--- src/rtl/rr_packet_arbiter.sv ---
// Round-robin packet arbiter: shares one registered output word among NUM_REQ
// sources. Ownership is held until the owner's last word is accepted, or until the
// owner stalls (valid low) for MAX_STALL consecutive locked cycles.
//
// state  | meaning
// IDLE   | no owner; arbitrate among req_valid starting at rr_ptr
// LOCKED | owner holds grant; words move into the output register
module rr_packet_arbiter #(
  parameter int NUM_REQ    = 4,
  parameter int DATA_WIDTH = 2,
  parameter int MAX_STALL  = 64
) (
  input  logic                            clk,
  input  logic                            rst_n,
  input  logic [NUM_REQ-1:0]              req_valid,
  input  logic [NUM_REQ*DATA_WIDTH-1:0]   req_data,
  input  logic [NUM_REQ-1:0]              req_last,
  output logic [NUM_REQ-1:0]              req_ready,
  output logic [NUM_REQ-1:0]              grant,
  output logic                            out_valid,
  output logic [DATA_WIDTH-1:0]           out_data,
  output logic                            out_last,
  output logic [$clog2(NUM_REQ)-1:0]      out_src,
  input  logic                            out_ready,
  output logic                            timeout
);

  localparam int PTR_W = $clog2(NUM_REQ);
  localparam int CNT_W = (MAX_STALL > 0) ? $clog2(MAX_STALL + 1) : 1;

  typedef enum logic {IDLE, LOCKED} state_t;

  state_t                state_q, state_d;
  logic [PTR_W-1:0]      rr_ptr_q, rr_ptr_d;
  logic [PTR_W-1:0]      owner_q, owner_d;
  logic [CNT_W-1:0]      stall_cnt_q, stall_cnt_d;
  logic [NUM_REQ-1:0]    grant_q, grant_d;
  logic                  out_valid_q, out_valid_d;
  logic [DATA_WIDTH-1:0] out_data_q, out_data_d;
  logic                  out_last_q, out_last_d;
  logic [PTR_W-1:0]      out_src_q, out_src_d;
  logic                  timeout_q, timeout_d;

  logic                  out_room;
  logic                  owner_valid;
  logic                  owner_last;
  logic [DATA_WIDTH-1:0] owner_data;
  logic                  transfer;
  logic [PTR_W-1:0]      winner;
  logic [PTR_W-1:0]      next_ptr;

  // Output slot can take a word when empty or being drained this cycle.
  assign out_room  = !out_valid_q || out_ready;
  // grant_q is zero outside LOCKED, so this also gives req_ready=0 in IDLE/reset.
  assign req_ready = grant_q & {NUM_REQ{out_room}};
  assign transfer  = (state_q == LOCKED) && owner_valid && out_room;
  assign next_ptr  = (owner_q == PTR_W'(NUM_REQ - 1)) ? '0 : owner_q + PTR_W'(1);

  // Select the current owner's request fields.
  always_comb begin
    owner_valid = 1'b0;
    owner_last  = 1'b0;
    owner_data  = '0;
    for (int i = 0; i < NUM_REQ; i++) begin
      if (owner_q == PTR_W'(i)) begin
        owner_valid = req_valid[i];
        owner_last  = req_last[i];
        owner_data  = req_data[i*DATA_WIDTH +: DATA_WIDTH];
      end
    end
  end

  // Rotating priority search; descending loop so the smallest offset from rr_ptr wins.
  always_comb begin
    logic [PTR_W:0] sum;
    winner = rr_ptr_q;
    sum    = '0;
    for (int k = NUM_REQ - 1; k >= 0; k--) begin
      sum = {1'b0, rr_ptr_q} + (PTR_W+1)'(k);
      if (sum >= (PTR_W+1)'(NUM_REQ)) sum = sum - (PTR_W+1)'(NUM_REQ);
      if (req_valid[sum[PTR_W-1:0]]) winner = sum[PTR_W-1:0];
    end
  end

  // Next-state logic for the FSM, output register, stall timer and pointer.
  always_comb begin
    state_d     = state_q;
    rr_ptr_d    = rr_ptr_q;
    owner_d     = owner_q;
    stall_cnt_d = stall_cnt_q;
    grant_d     = grant_q;
    out_valid_d = out_valid_q;
    out_data_d  = out_data_q;
    out_last_d  = out_last_q;
    out_src_d   = out_src_q;
    timeout_d   = 1'b0;

    if (out_valid_q && out_ready) out_valid_d = 1'b0;
    if (transfer) begin
      out_valid_d = 1'b1;
      out_data_d  = owner_data;
      out_last_d  = owner_last;
      out_src_d   = owner_q;
    end

    case (state_q)
      IDLE: begin
        stall_cnt_d = '0;
        if (|req_valid) begin
          state_d = LOCKED;
          owner_d = winner;
          grant_d = NUM_REQ'(1) << winner;
        end
      end
      LOCKED: begin
        if (transfer && owner_last) begin
          state_d     = IDLE;
          grant_d     = '0;
          rr_ptr_d    = next_ptr;
          stall_cnt_d = '0;
        end else if (owner_valid) begin
          stall_cnt_d = '0;
        end else if ((MAX_STALL > 0) && (stall_cnt_q == CNT_W'(MAX_STALL - 1))) begin
          // This cycle is the MAX_STALL-th stalled cycle: release the owner.
          state_d     = IDLE;
          grant_d     = '0;
          rr_ptr_d    = next_ptr;
          stall_cnt_d = '0;
          timeout_d   = 1'b1;
        end else begin
          stall_cnt_d = stall_cnt_q + CNT_W'(1);
        end
      end
      default: state_d = IDLE;
    endcase
  end

  // State and output registers with asynchronous active-low reset.
  always_ff @(posedge clk or negedge rst_n) begin
    if (!rst_n) begin
      state_q     <= IDLE;
      rr_ptr_q    <= '0;
      owner_q     <= '0;
      stall_cnt_q <= '0;
      grant_q     <= '0;
      out_valid_q <= 1'b0;
      out_data_q  <= '0;
      out_last_q  <= 1'b0;
      out_src_q   <= '0;
      timeout_q   <= 1'b0;
    end else begin
      state_q     <= state_d;
      rr_ptr_q    <= rr_ptr_d;
      owner_q     <= owner_d;
      stall_cnt_q <= stall_cnt_d;
      grant_q     <= grant_d;
      out_valid_q <= out_valid_d;
      out_data_q  <= out_data_d;
      out_last_q  <= out_last_d;
      out_src_q   <= out_src_d;
      timeout_q   <= timeout_d;
    end
  end

  assign grant     = grant_q;
  assign out_valid = out_valid_q;
  assign out_data  = out_data_q;
  assign out_last  = out_last_q;
  assign out_src   = out_src_q;
  assign timeout   = timeout_q;

endmodule

--- config.mk ---
export PLATFORM = sky130hd
export DESIGN_NAME = rr_packet_arbiter
export DESIGN_NICKNAME = d
export VERILOG_FILES = /design/src/rtl/rr_packet_arbiter.sv
export SDC_FILE = /design/constraint.sdc
export NUM_CORES = 1
export LEC_CHECK = 0
export ABC_AREA = 1
export BUFFER_PORTS_ARGS = -buffer_cell sky130_fd_sc_hd__buf_2
export CORE_UTILIZATION = 55
export CTS_BUF_LIST = sky130_fd_sc_hd__clkbuf_4 sky130_fd_sc_hd__clkbuf_8
export CTS_CLUSTER_DIAMETER = 30
export DETAILED_ROUTE_END_ITERATION = 8
export HOLD_SLACK_MARGIN = 0.06
export PLACE_DENSITY = 0.88
export SETUP_SLACK_MARGIN = 0.1
export SYNTH_ARGS = -nofsm -noshare
export SYNTH_HDL_FRONTEND = slang
export SYNTH_SLANG_ARGS = --single-unit
--- constraint.sdc ---
create_clock -name clk -period 1.86 [get_ports clk]
set_input_delay 0.186 -clock clk [delete_from_list [all_inputs] [get_ports clk]]
set_output_delay 0.186 -clock clk [all_outputs]
set_load 0.01 [all_outputs]
==> results_dict.tcl <==
set metrics [dict create \
    timing.rr.start "owner_q[0]" \
    layout-drive-gt1-share_pct 37.39 \
    ys_seq_elements 23 \
    clock-sinks 23 \
    critPathMaxStageDelay_ns 0.47 \
    critPathRequiredTime_ns 2.07 \
    grt_antenna_before_repair 0 \
    row_count 18 \
    dpl_cell_area_um2 1678 \
    core_region_area_um2 2500 \
    slew_viol_final 0 \
    yosysWarnings 0 \
    end_kind "flop" \
    synthMuxAreaShare_pct 0.7614 \
    synth_area_leaders "dfrtp_1 (39%), nand2_1 (13%), nand2_2 (6.8%)" \
    cp_max_fo 7 \
    fin_area_um2 1818 \
    cp-start-kind "flop" \
    htreeDepth 1 \
    critPathCapture "grant[0]" \
    clock.fmax_ghz 0.5792 \
    synthSimpleGateAreaFrac_pct 36.80 \
    root_buffer "clkbuf_4" \
    timing.rr.end "grant[0]" \
    setup_viol 0 \
    syn_area_per_cell_um2 7.432 \
    fin_nets 263 \
    powerDensity_nw_per_um2 1663 \
    path_cells "inv_4 > ha_4 > inv_2 > or2_0 > nand3_1 > nand2_2 > nand2_4 > nand3_4 > nand2_4 > inv_4 > nand2_1 > nand2_1" \
    synth_compound_area_share_pct 8.037 \
    synthAdderAreaFrac_pct 4.230 \
    dp_hpwl_mm 2.386 \
    clk_latency_ns 0.31 \
    rrSetupSlack_ns 0.13 \
    synth_top_family_by_area "simple AND/OR/NAND/NOR gates" \
    initial_utilization_pct 59.16 \
    synth_top_cell_by_area "dfrtp_1" \
    syn_inst 199 \
    antenna_left 0 \
    grt_pass1_vias 1219 \
    place_congestion 0.8552 \
    ys_types 25 \
    area_growth_pct 22.93 \
    grt_pass1_wl_mm 4.919 \
    period_needed_ns 1.726 \
    crit_path_start "owner_q[0]" \
    synth_seq_area_share_pct 38.92 \
    crit_slowest_cell "dfrtp_2" \
    clk_path_buf_depth 2 \
    max_cap_violations 0 \
    synth-xor-area-share_pct 2.369 \
    syn_area_um2 1479 \
    via_per_inst 5.168 \
    syn-num-nets 223 \
    p_leak_nw 0.9643 \
    routed_wl_mm 3.135 \
    pin_count 34 \
    crit_arrival_ns 1.94 \
    critPathKind "flop to flop" \
    first_iter_violations 43 \
    grt_overflow 0 \
    cts_made_buffers 3 \
    die-area_um2 2900 \
    grt_max_degree 24 \
    drc 0 \
    num_vias 1385 \
    hold_viol 0 \
    ff2ff_path_depth 12 \
    relSlewSlack_pct 57.39 \
    hp-start "req_data[7]" \
    outcome "finished clean" \
    die_x_um 53.86 \
    worstHoldPathType "input pin to flop" \
    peakVddDrop_v 0.001306 \
    timing.hold.ws_ns 0.1926 \
    rsz0062_at_grt "true" \
    finalSetupTns_ns 0 \
    worst_slew_pin_slew_ns 0.6368 \
    grtUsageTotal_pct 22.87 \
    clkSlewWorstSetupHoldPaths_ns 0.12 \
    period_share_pct 92.82 \
    die_y_um 53.86 \
    cts_tree "yes" \
    n_antenna_cell 0 \
    synth_top_area_share_pct 38.92 \
    port_buffers 33 \
    fin_worst_skew_ns 0.003997 \
    drtPass1Iterations 4 \
    drt-wirelength-per-cell_um 11.70 \
]
==> metal layers <==
metal	wire length (um)	global-route usage, %	share of wire (%)	up-vias
met5	0	0	0	-
met4	13	2.193	0.41	0
met3	88	4.237	2.8	2
met2	1660	41.77	53	27
met1	1372	28.50	44	650
li1	-	-	-	706
==> metrics by stage <==
stage | utilization [%] | setup WS, ns | instances | power [W]
2_1_floorplan | - | 0.2281 | 199 | 0.002161
6_report | 72.72 | 0.1336 | 268 | 0.003024
3_3_place_gp | 67.12 | 0.1381 | 262 | 0.002502
4_1_cts | 69.32 | 0.1018 | 267 | 0.002818
5_1_grt | 72.72 | 0.01541 | 268 | 0.003338
3_5_place_dp | 67.12 | 0.04470 | 262 | 0.002561
==> critical path: cells and delay by family, from the launching register on <==
family / cells / cell delay, ns
DFF: 1 / 0.47
adders and majority gates: 1 / 0.15
and+or+nand+nor: 8 / 0.81
buffers and inverters: 3 / 0.19
==> how the worst min path moves through the flow <==
stage | endpoint | slack, ns | depth (start not counted)
CTS | out_data[1] | 0.20 | 3
global route | out_data[0] | 0.23 | 3
global placement | stall_cnt_q[3] | 0.17 | 1
floorplan | grant[0] | -0.11 | 0
detailed placement | stall_cnt_q[3] | 0.18 | 1
finish | out_data[1] | 0.19 | 3
==> power by group <==
group / switching, W / total (W) / internal (W)
clock: 0.000142 / 0.000222 / 0.0000803
sequential: 0.000180 / 0.000852 / 0.000671
combinational: 0.00121 / 0.00195 / 0.000738
==> cells in the mapped netlist, drive strengths merged <==
library cell and n:
nand2 69, inv 30, dfrtp 23, nor2 20
nand3 18, o21ai 15, a21oi 8, ha 5
xor2 3, nand4 2, buf 1, mux2 1
nor3 1, nor3b 1, or2 1, xnor2 1
==> logic make-up after synthesis <==
family | count (synthesis)
and+or+nand+nor | 112
DFF | 23
buffers and inverters | 31
muxes | 1
xor gates and xnor gates | 4
adders and majority gates | 5
AOI/OAI and AO/OA | 23
==> registers in the layout (all words and copies together) (netlist names), 2 cells and up <==
name / count
rr_ptr_q: 2
out_data: 2
owner_q: 2
out_src: 2
stall_cnt_q: 7
grant: 4
==> timing repair <==
item	in CTS	in global routing
buffers inserted	0	1
pin swaps	0	8
resized for setup	5	21
hold buffers	1	0
setup endpoints to repair	7	18
endpoints found under the hold margin	23	0
==> layout make-up <==
class / instances / area [um^2]
inverters: 30 / 125.1
multi-input cells: 145 / 859.6
flip-flops and latches: 23 / 578.1
clock buffers: 3 / 22.52
fillers: 193 / 681.9
clock inverters: 1 / 5.005
well taps: 30 / 37.54
repair buffers: 36 / 190.2
==> layout by cell type, fill, tap and decap left out <==
| master | count |
|---|---|
| nand4_2 | 1 |
| buf_2 | 33 |
| clkinv_2 | 1 |
| buf_4 | 2 |
| clkbuf_4 | 3 |
| dfrtp_2 | 2 |
| xnor2_1 | 1 |
| inv_1 | 21 |
| ha_4 | 3 |
| nand3_4 | 2 |
| nand2_2 | 19 |
| ha_2 | 1 |
| nor3_2 | 1 |
| inv_2 | 6 |
| nor3b_1 | 1 |
| a21oi_1 | 5 |
| nor2_1 | 17 |
| xor2_1 | 3 |
| mux2_2 | 1 |
| ha_1 | 1 |
| nand4_1 | 1 |
| o21ai_1 | 4 |
| a21oi_2 | 3 |
| inv_8 | 1 |
| inv_4 | 2 |
| nand2_4 | 3 |
| dfrtp_1 | 21 |
| or2_0 | 1 |
| o21ai_0 | 11 |
| nand3_2 | 2 |
| nor2_2 | 2 |
| nand2_1 | 47 |
| nand3_1 | 14 |
| dlygate4sd3_1 | 1 |
| nor2_4 | 1 |
No activity file was read; power rests on OpenSTA's default activity.
